`src/rtl/keypad_pkg.sv`:
```
// keypad_pkg: shared definitions for the 4x4 matrix keypad scanner.
//   - FSM state encoding (SCAN, DEBOUNCE, HELD)
//   - matrix geometry and index widths
//   - first_low_col(): lowest-index active-low column of a column sample
package keypad_pkg;

    localparam int NUM_ROWS = 4;
    localparam int NUM_COLS = 4;
    localparam int ROW_W    = 2;
    localparam int COL_W    = 2;
    localparam int CODE_W   = ROW_W + COL_W;

    typedef enum logic [1:0] {
        SCAN     = 2'd0,
        DEBOUNCE = 2'd1,
        HELD     = 2'd2
    } kp_state_e;

    // Lowest column index wins when several columns read low.
    function automatic logic [COL_W-1:0] first_low_col(input logic [NUM_COLS-1:0] col_n);
        logic [COL_W-1:0] idx;
        idx = '0;
        for (int i = NUM_COLS - 1; i >= 0; i--) begin
            if (!col_n[i]) idx = COL_W'(i);
        end
        return idx;
    endfunction

endpackage

```
`src/rtl/keypad_tick_gen.sv`:
```
// keypad_tick_gen: free-running divider producing a one-cycle tick every DIV clocks.
//   clk    in   system clock
//   rst    in   asynchronous, active-high reset (counter returns to 0)
//   o_tick out  high for one cycle when the counter equals DIV-1
// DIV must be >= 2.
module keypad_tick_gen #(
    parameter int DIV = 50000
) (
    input  logic clk,
    input  logic rst,
    output logic o_tick
);

    localparam int CW = (DIV > 1) ? $clog2(DIV) : 1;

    logic [CW-1:0] r_cnt;

    assign o_tick = (r_cnt == CW'(DIV - 1));

    always_ff @(posedge clk or posedge rst) begin
        if (rst)         r_cnt <= '0;
        else if (o_tick) r_cnt <= '0;
        else             r_cnt <= r_cnt + CW'(1);
    end

endmodule

```
`src/rtl/keypad_scan_ctrl.sv`:
```
// keypad_scan_ctrl: row-scanning controller for a 4x4 active-low matrix keypad.
// Walks the rows one per scan tick, debounces the column response over
// STABLE_SCANS consecutive tick samples, and reports one code per press.
//   clk       in   system clock
//   rst       in   asynchronous, active-high reset
//   col_n     in   [3:0] keypad columns, active low, asynchronous to clk
//   row_n     out  [3:0] row drive, one-hot-low
//   key_code  out  [3:0] debounced key code = row*4 + col
//   key_valid out  one-cycle pulse per accepted press (and per auto-repeat)
//   key_down  out  high while an accepted key is held
// Build option: define KEYPAD_REPEAT_EN to enable auto-repeat while a key is
// held (first repeat after REPEAT_DELAY ticks, then every REPEAT_RATE ticks).
module keypad_scan_ctrl
    import keypad_pkg::*;
#(
    parameter int TICK_DIV     = 50000,
    parameter int STABLE_SCANS = 4,
    parameter int REPEAT_DELAY = 500,
    parameter int REPEAT_RATE  = 100
) (
    input  logic                clk,
    input  logic                rst,
    input  logic [NUM_COLS-1:0] col_n,
    output logic [NUM_ROWS-1:0] row_n,
    output logic [CODE_W-1:0]   key_code,
    output logic                key_valid,
    output logic                key_down
);

    if (TICK_DIV < 2 || STABLE_SCANS < 1 || REPEAT_DELAY < 1 || REPEAT_RATE < 1) begin : g_bad_param
        $error("keypad_scan_ctrl: illegal parameter value");
    end

    localparam int SCW = $clog2(STABLE_SCANS + 1);

    logic                w_tick;
    logic [NUM_COLS-1:0] r_sync1, r_sync2;
    logic                w_any;
    logic [COL_W-1:0]    w_col;

    kp_state_e        r_state, w_state_nxt;
    logic [ROW_W-1:0] r_row,   w_row_nxt;
    logic [COL_W-1:0] r_cand,  w_cand_nxt;
    logic [SCW-1:0]   r_stab,  w_stab_nxt;
    logic [CODE_W-1:0] r_code, w_code_nxt;
    logic             r_valid, w_valid_nxt;
    logic             r_down,  w_down_nxt;
    logic             w_accept, w_leave;

`ifdef KEYPAD_REPEAT_EN
    localparam int RPT_MAX = (REPEAT_DELAY > REPEAT_RATE) ? REPEAT_DELAY : REPEAT_RATE;
    localparam int RW      = $clog2(RPT_MAX + 1);
    logic [RW-1:0] r_rpt, w_rpt_nxt, w_rpt_inc;
    // r_rpt_arm: the first (delayed) repeat has fired; later ones use the rate
    logic          r_rpt_arm, w_rpt_arm_nxt;
`endif

    keypad_tick_gen #(.DIV(TICK_DIV)) u_tick (
        .clk    (clk),
        .rst    (rst),
        .o_tick (w_tick)
    );

    // Two-flop synchronizer; idle (all high) out of reset.
    always_ff @(posedge clk or posedge rst) begin
        if (rst) begin
            r_sync1 <= '1;
            r_sync2 <= '1;
        end else begin
            r_sync1 <= col_n;
            r_sync2 <= r_sync1;
        end
    end

    assign w_any = ~&r_sync2;
    assign w_col = first_low_col(r_sync2);

    always_comb begin
        w_state_nxt = r_state;
        w_row_nxt   = r_row;
        w_cand_nxt  = r_cand;
        w_stab_nxt  = r_stab;
        w_code_nxt  = r_code;
        w_valid_nxt = 1'b0;
        w_down_nxt  = r_down;
        w_accept    = 1'b0;
        w_leave     = 1'b0;
`ifdef KEYPAD_REPEAT_EN
        w_rpt_nxt     = r_rpt;
        w_rpt_arm_nxt = r_rpt_arm;
        w_rpt_inc     = r_rpt + RW'(1);
`endif
        if (w_tick) begin
            case (r_state)
                SCAN: begin
                    if (w_any) begin
                        w_cand_nxt = w_col;
                        if (STABLE_SCANS == 1) begin
                            w_accept = 1'b1;
                        end else begin
                            w_stab_nxt  = SCW'(1);
                            w_state_nxt = DEBOUNCE;
                        end
                    end else begin
                        w_row_nxt = r_row + ROW_W'(1);
                    end
                end
                DEBOUNCE: begin
                    if (w_any && w_col == r_cand) begin
                        if (r_stab + SCW'(1) == SCW'(STABLE_SCANS)) w_accept = 1'b1;
                        else w_stab_nxt = r_stab + SCW'(1);
                    end else begin
                        w_leave = 1'b1;
                    end
                end
                HELD: begin
                    if (!w_any) begin
`ifdef KEYPAD_REPEAT_EN
                        w_rpt_nxt     = '0;
                        w_rpt_arm_nxt = 1'b0;
`endif
                        if (r_stab + SCW'(1) == SCW'(STABLE_SCANS)) begin
                            w_down_nxt = 1'b0;
                            w_leave    = 1'b1;
                        end else begin
                            w_stab_nxt = r_stab + SCW'(1);
                        end
                    end else begin
                        // Any column low restarts the release count, even a
                        // different column: the held key owns the scanner.
                        w_stab_nxt = '0;
`ifdef KEYPAD_REPEAT_EN
                        if (w_rpt_inc == (r_rpt_arm ? RW'(REPEAT_RATE) : RW'(REPEAT_DELAY))) begin
                            w_valid_nxt   = 1'b1;
                            w_rpt_nxt     = '0;
                            w_rpt_arm_nxt = 1'b1;
                        end else begin
                            w_rpt_nxt = w_rpt_inc;
                        end
`endif
                    end
                end
                default: w_state_nxt = SCAN;
            endcase
        end

        // In DEBOUNCE the winning column equals cand, so w_col is valid here.
        if (w_accept) begin
            w_code_nxt  = {r_row, w_col};
            w_valid_nxt = 1'b1;
            w_down_nxt  = 1'b1;
            w_stab_nxt  = '0;
            w_state_nxt = HELD;
`ifdef KEYPAD_REPEAT_EN
            w_rpt_nxt     = '0;
            w_rpt_arm_nxt = 1'b0;
`endif
        end

        if (w_leave) begin
            w_stab_nxt  = '0;
            w_row_nxt   = r_row + ROW_W'(1);
            w_state_nxt = SCAN;
        end
    end

    always_ff @(posedge clk or posedge rst) begin
        if (rst) begin
            r_state <= SCAN;
            r_row   <= '0;
            r_cand  <= '0;
            r_stab  <= '0;
            r_code  <= '0;
            r_valid <= 1'b0;
            r_down  <= 1'b0;
`ifdef KEYPAD_REPEAT_EN
            r_rpt     <= '0;
            r_rpt_arm <= 1'b0;
`endif
        end else begin
            r_state <= w_state_nxt;
            r_row   <= w_row_nxt;
            r_cand  <= w_cand_nxt;
            r_stab  <= w_stab_nxt;
            r_code  <= w_code_nxt;
            r_valid <= w_valid_nxt;
            r_down  <= w_down_nxt;
`ifdef KEYPAD_REPEAT_EN
            r_rpt     <= w_rpt_nxt;
            r_rpt_arm <= w_rpt_arm_nxt;
`endif
        end
    end

    // r_row only moves on the edge closing a tick cycle, so row_n changes on
    // the cycle after the tick and settles for a full period before sampling.
    assign row_n     = ~(NUM_ROWS'(1) << r_row);
    assign key_code  = r_code;
    assign key_valid = r_valid;
    assign key_down  = r_down;

endmodule

```
`config.mk`:
```
export PLATFORM = sky130hd
export DESIGN_NAME = keypad_scan_ctrl
export DESIGN_NICKNAME = d
export VERILOG_FILES = /design/src/rtl/keypad_pkg.sv /design/src/rtl/keypad_tick_gen.sv /design/src/rtl/keypad_scan_ctrl.sv
export SDC_FILE = /design/constraint.sdc
export NUM_CORES = 1
export LEC_CHECK = 0
export ABC_AREA = 0
export ABC_CLOCK_PERIOD_IN_PS = 4100
export BUFFER_PORTS_ARGS = -buffer_cell sky130_fd_sc_hd__buf_2
export CAP_MARGIN = 10
export CORE_ASPECT_RATIO = 1.5
export CORE_MARGIN = 2
export CORE_UTILIZATION = 25
export DETAILED_ROUTE_END_ITERATION = 6
export PLACE_DENSITY = 0.37
export REMOVE_ABC_BUFFERS = 1
export SYNTH_ARGS = -nofsm -noshare
export SYNTH_HDL_FRONTEND = slang
export SYNTH_SLANG_ARGS = --single-unit
```
`constraint.sdc`:
```
create_clock -name clk -period 4.1 [get_ports clk]
set_input_delay 0.205 -clock clk [delete_from_list [all_inputs] [get_ports clk]]
set_output_delay 0.205 -clock clk [all_outputs]
set_load 0.02 [all_outputs]
```
==> flow_summary.json, run 1 <==
{
  "syn_to_final_growth_pct": 17.1,
  "ys_types": 47,
  "clkLatencyLatePin_ns": 0.28,
  "finalSetupTns_ns": 0,
  "timing.final.crit_share": 0.561,
  "viasPerCell": 4.60,
  "drc_errors": 0,
  "power_density_mw_per_mm2": 346,
  "criticalPathCategory": "reg -> reg",
  "core_sq_mm": 0.00796,
  "yosysWarnings": 0,
  "cap_violations": 0,
  "crit_chain": "ha_1 -> xor2_1 -> nand4_1 -> o211ai_1 -> nand2_1 -> a21oi_1 -> mux2_2",
  "hold_depth": 1,
  "rsz0062_at_grt": "no",
  "synth_mux_area_frac": 0.0215,
  "crit_buf_inv": 0,
  "setup_viol": 0,
  "synth_area_sq_mm": 0.00203,
  "critical_path_cell_count": 7,
  "first_pass_iters": 4,
  "drive_above_1_share": 0.179,
  "fin_area_sq_mm": 0.00238,
  "seq_area_frac_synth": 0.485,
  "die_w_um": 77.6,
  "cpLargestDelayFamily": "compound AO/OA/AOI/OAI gates",
  "grt_pass1_vias": 1563,
  "clkSinkCount": 39,
  "grt_pass1_wl_um": 7510,
  "synth_seq_cells": 39,
  "fin_crit_ns": 2.30,
  "synthArstFlopShare": 1.00,
  "fillers": 799,
  "routed_wl_um": 4300,
  "clock_path_buffers": 2,
  "synth_top_family_by_area": "simple AND/OR/NAND/NOR gates",
  "dr_total_vias": 1487,
  "dpl.hpwl_um": 3150,
  "drtIter0Drc": 53,
  "synthSimpleGateAreaFrac": 0.212,
  "fin_total_pwr_uw": 824,
  "die_area_sq_mm": 0.00889,
  "critPathMaxStageDelay_ns": 0.42,
  "port_buffers": 15,
  "start_kind": "flip-flop",
  "wl_per_cell_um": 13.3,
  "antenna_found_initial": 0,
  "syn_inst": 198,
  "antenna_cells": 0,
  "layout.nets": 235,
  "slew_viol_final": 0,
  "final_antenna_net_count": 0,
  "cts_setup_buffers": 0,
  "critPathArrivalTime_ns": 2.47,
  "tightest_slew_ns": 0.504,
  "p_leak_nw": 1.10,
  "grt_max_degree": 40,
  "cts_tree": "done",
  "crit_required_ns": 4.27,
  "cts_resized": 0,
  "io_pins": 16,
  "status": "complete, no violations",
  "ir_worst_vdd_v": 0.000133,
  "gp_congestion": 0.706,
  "synth_compound_area_frac": 0.118,
  "cts_made_buffers": 5,
  "fmax_ghz": 0.435,
  "crit_slowest_cell": "dfrtp_1",
  "synth-edff-count": 0,
  "hold_ws_ns": 0.0212,
  "final_util": 0.299,
  "root_buffer": "clkbuf_16",
  "synth_area_per_cell_sq_um": 10.3,
  "synthAdderAreaFrac": 0.0738,
  "min_path_type": "in -> reg",
  "relSlewSlack": 0.664,
  "core.rowCount": 40,
  "grt_remaining_overflow": 0,
  "critPathCaptureType": "flip-flop",
  "reg2reg_depth": 7,
  "die_h_um": 114,
  "initial_core_util": 0.256,
  "synth_flop_cell": "dfrtp_1",
  "hold_violations": 0,
  "fin_worst_skew_ns": 0.00296,
  "holdBufCountCts": 0,
  "clkTransAtPathRegs_ns": 0.06,
  "grt_usage": 0.109,
  "dpl_cell_area_sq_mm": 0.00222,
  "synth-xor-area-share": 0.0560,
  "htreeDepth": 2,
  "crit_fanout": 5
}
[layout by cell type (no fill, tap or decap), drive strengths merged, types with 3 or more instances in the layout]
cell type	n
dfrtp	31
nand2	23
buf	16
o21ai	14
nor2	12
inv	12
ha	12
dfstp	8
clkbuf	8
xor2	7
nand4	7
xnor2	6
nand3	5
and3	4
a31oi	4
a21oi	4
nor3	3
nand3b	3
a21o	3
nor3b	3
or2	3
mux2	3
[metrics by stage]
step | setup slack [ns] | cells
CTS | 1.79 | 323
finish | 1.80 | 323
global placement | 1.83 | 315
detailed placement | 1.80 | 315
global route | 1.62 | 323
floorplan | 2.14 | 194
[worst register-to-register path, stage by stage (launching register included)]
cell and delay (ns):
dfrtp_1 0.42, ha_1 0.25, xor2_1 0.32, nand4_1 0.21
o211ai_1 0.23, nand2_1 0.14, a21oi_1 0.25, mux2_2 0.37
[metal layers]
metal,up-vias,track usage,routed length [um]
met5,-,0,0
met4,0,0.0429,76
met3,5,0.0237,114
met2,24,0.213,2410
met1,715,0.110,1700
li1,743,-,-
[worst paths after layout]
check	startpoint	to	slack, ns
worst max-delay path	r_stab[0]	r_row[1]	1.80
worst min-delay path	col_n[3]	r_sync1[3]	0.02
worst max register to register	r_stab[0]	r_row[1]	1.80
worst min register to register	r_sync1[3]	r_sync2[3]	0.35
max in group asynchronous	rst	r_sync1[0]	3.70
min in group asynchronous	rst	r_cand[0]	0.04
[state kept, by name, indices dropped and copies added, names as in the netlist]
register and cells:
key_code 4, key_down 1, key_valid 1, r_cand 2, r_row 2, r_stab 3
r_state 2, r_sync1 4, r_sync2 4, u_tick.r_cnt 16
[area by class of cell]
class,count,area (sq um),share of cell area
inverters,12,45.0,0.0189
flip-flops and latches,39,986,0.414
well taps,105,131,0.0552
clock buffers,8,156,0.0657
repair buffers,16,82.6,0.0347
multi-input cells,143,980,0.411
[cell usage after synthesis, types with 4 or more instances]
| cell type | count | area share |
|---|---|---|
| nand4_1 | 6 | 0.018 |
| inv_1 | 12 | 0.022 |
| xnor2_1 | 6 | 0.026 |
| dfrtp_1 | 31 | 0.38 |
| nor2_1 | 12 | 0.022 |
| nand3_1 | 5 | 0.012 |
| and3_1 | 4 | 0.012 |
| a21oi_1 | 4 | 0.0098 |
| xor2_1 | 7 | 0.030 |
| ha_1 | 12 | 0.074 |
| o21ai_0 | 13 | 0.032 |
| a31oi_1 | 4 | 0.012 |
| nand2_1 | 23 | 0.042 |
| dfstp_2 | 8 | 0.10 |
[power breakdown]
| part | switching (mW) | total [mW] | leakage [nW] | internal, mW |
|---|---|---|---|---|
| clock network | 0.152 | 0.411 | 0.0772 | 0.259 |
| logic | 0.0105 | 0.0155 | 0.523 | 0.00503 |
| registers | 0.00511 | 0.398 | 0.503 | 0.392 |
| total | 0.167 | 0.824 | 1.10 | 0.657 |
[kinds of logic after synthesis]
logic type                 count (synthesis)
buffers and inverters                     16
muxes                                      4
and+or+nand+nor                           77
DFF                                       39
xor gates and xnor gates                  13
adders and majority gates                 12
AOI/OAI and AO/OA                         37
(Power assumes the default switching activity.)
==> run 2: changes to the inputs <==
Settings changed: ABC_AREA 0 to 1, ABC_CLOCK_PERIOD_IN_PS 4100 to 1900, PLACE_DENSITY 0.37 to 0.38.
Clock period 4.1 ns to 1.9 ns, I/O delays scaled along.
==> flow_summary.json, run 2 <==
{
  "viasPerCell": 4.18,
  "synth.area.top_cells": "dfrtp_1 (37%), dfstp_2 (10%), nand2_1 (9.0%)",
  "start_kind": "flip-flop",
  "grt_usage": 0.110,
  "p_seq_frac": 0.451,
  "cap_violations": 0,
  "critPathCaptureType": "flip-flop",
  "io_pins": 16,
  "cpLargestDelayFamily": "simple AND/OR/NAND/NOR gates",
  "port_buffers": 15,
  "intPower_mw": 1.49,
  "initial_core_util": 0.259,
  "tightest_slew_ns": 0.514,
  "crit_top_cell": "nand3_4",
  "core_sq_mm": 0.00806,
  "dpl_cell_area_sq_mm": 0.00233,
  "ys_types": 26,
  "slew_viol_final": 0,
  "clkLatencyLatePin_ns": 0.29,
  "syn_to_final_growth_pct": 30.0,
  "synth-edff-count": 0,
  "fillers": 848,
  "layout_common_cells": "nand2_1 (50), inv_1 (42), dfrtp_1 (30), nor2_1 (21), buf_2 (16)",
  "wl_met3_um": 111,
  "fmax_ghz": 0.530,
  "crit_fanout": 6,
  "m1WireLength_um": 1710,
  "layout.nets": 303,
  "crit_chain": "ha_4 -> nand2_4 -> nor2_4 -> nand4_1 -> nor3_4 -> buf_6 -> nand3_4 -> nand3_4 -> nand3_4 -> nand2_1 -> nand2_1",
  "synth_seq_cells": 39,
  "yosysMostFrequentCell": "nand2_1",
  "root_buffer": "clkbuf_16",
  "fin_crit_ns": 1.89,
  "drive_above_1_share": 0.255,
  "relSlewSlack": 0.657,
  "dr_total_vias": 1633,
  "final_antenna_net_count": 0,
  "setup_viol": 0,
  "grt_remaining_overflow": 0,
  "crit_slowest_cell": "dfrtp_1",
  "clkPwrFrac": 0.524,
  "synth_area_sq_mm": 0.00209,
  "routed_wl_um": 4560,
  "criticalPathCategory": "reg -> reg",
  "die_h_um": 116,
  "grt_pass1_wl_um": 7520,
  "synth_flop_cell": "dfrtp_1",
  "timing.final.crit_share": 0.993,
  "synth_area_per_cell_sq_um": 8.49,
  "clkSinkCount": 39,
  "p_comb_frac": 0.025,
  "crit_required_ns": 2.08,
  "hold_violations": 0,
  "syn_inst": 246,
  "fin_area_sq_mm": 0.00272,
  "wl_per_cell_um": 11.7,
  "clock_path_buffers": 2,
  "p_leak_nw": 1.32,
  "grt_max_degree": 40,
  "synth_commonest_cells": "nand2_1 (50), inv_1 (42), dfrtp_1 (31)",
  "antenna_found_initial": 0,
  "wl_met2_um": 2620,
  "cts_made_buffers": 5,
  "gp_congestion": 0.769,
  "final_common_cell": "nand2_1",
  "synthArstFlopShare": 1.00,
  "highest_layer": "met4",
  "rsz0062_at_grt": "yes",
  "die_w_um": 78.6,
  "switching_share": 0.211,
  "synth_top_area_frac": 0.371,
  "fin_total_pwr_mw": 1.89,
  "hold_ws_ns": 0.351,
  "largest_register_ffs": 16,
  "regMostFlops": "u_tick.r_cnt",
  "yosysWarnings": 0,
  "seq_area_frac_synth": 0.472,
  "critPathMaxStageDelay_ns": 0.39,
  "ir_worst_vdd_v": 0.000342,
  "min_path_type": "reg -> reg",
  "first_pass_iters": 4,
  "antenna_cells": 0,
  "drc_errors": 0,
  "crit_buf_inv": 1,
  "grt_pass1_vias": 1632,
  "dpl.hpwl_um": 3310,
  "cts_tree": "done",
  "core.rowCount": 40,
  "power_density_mw_per_mm2": 695,
  "clkTransAtPathRegs_ns": 0.06,
  "die_area_sq_mm": 0.00912,
  "fin_worst_skew_ns": 0.00801,
  "critPathArrivalTime_ns": 2.06,
  "yosys.area.top_type": "dfrtp_1",
  "htreeDepth": 2,
  "status": "complete, no violations",
  "p_sw_uw": 398,
  "drtIter0Drc": 75
}
[run 2: final timing paths]
path,start,endpoint,slack [ns],depth (start not counted)
setup / recovery,u_tick.r_cnt[1],r_stab[0],0.01,11
hold / removal,r_sync1[3],r_sync2[3],0.35,0
setup reg to reg,u_tick.r_cnt[1],r_stab[0],0.01,11
hold reg to reg,r_sync1[3],r_sync2[3],0.35,0
max in group asynchronous,rst,r_stab[0],1.04,4
min in group asynchronous,rst,r_cand[1],0.47,4
[run 2: cell type report]
class                           count  area [sq um]  share of cell area
Timing Repair Buffer               34           235              0.0866
Inverter                           42           158              0.0580
Sequential cell                    39           987               0.363
Clock inverter                      3          47.5              0.0175
Clock buffer                        5           125              0.0461
Tap cell                          105           131              0.0484
Multi-Input combinational cell    163          1030               0.380
[run 2: worst reg2reg max path: cells and delay by family (launching register included)]
family        cells  cell delay (ns)
buf+inv           1             0.14
simple gates      9             1.05
flops             1             0.39
fa+ha+maj         1             0.17
[run 2: timing repair]
action / CTS / global route
setup endpoints to repair: 0 / 7
hold buffers: 5 / 0
buffers inserted: 0 / 6
gates resized for setup: 0 / 25
endpoints found under the hold margin: 35 / 0
[run 2: cell families after synthesis]
group,share of synthesized area
AOI/OAI and AO/OA,0.0497
xor gates and xnor gates,0.0377
adders and majority gates,0.0719
buffers and inverters,0.0832
DFF,0.472
and+or+nand+nor,0.286
[run 2: layer usage]
layer | global-route usage | vias up
met4 | 0.0526 | 0
met5 | 0 | -
met3 | 0.0265 | 7
met1 | 0.108 | 758
met2 | 0.211 | 15
li1 | - | 853
[run 2: per-stage QoR]
| step | setup TNS [ns] | util | setup WS [ns] | instances |
|---|---|---|---|---|
| after CTS | 0 | 0.317 | 0.0352 | 384 |
| after global placement | 0 | 0.289 | 0.0448 | 371 |
| final | 0 | 0.337 | 0.0138 | 391 |
| after floorplan | 0 | - | 0.0664 | 244 |
| after global routing | -0.557 | 0.337 | -0.112 | 391 |
| after detailed placement | 0 | 0.289 | 0.0468 | 371 |
[run 2: power by group through the flow]
stage / sequential [mW] / clock, mW / combinational (mW)
detailed placement: 0.866 / 0 / 0.0381
CTS: 0.850 / 1.02 / 0.0459
floorplan: 0.864 / 0 / 0.0224
finish: 0.851 / 0.989 / 0.0466
global route: 0.852 / 1.06 / 0.0542
global placement: 0.865 / 0 / 0.0379
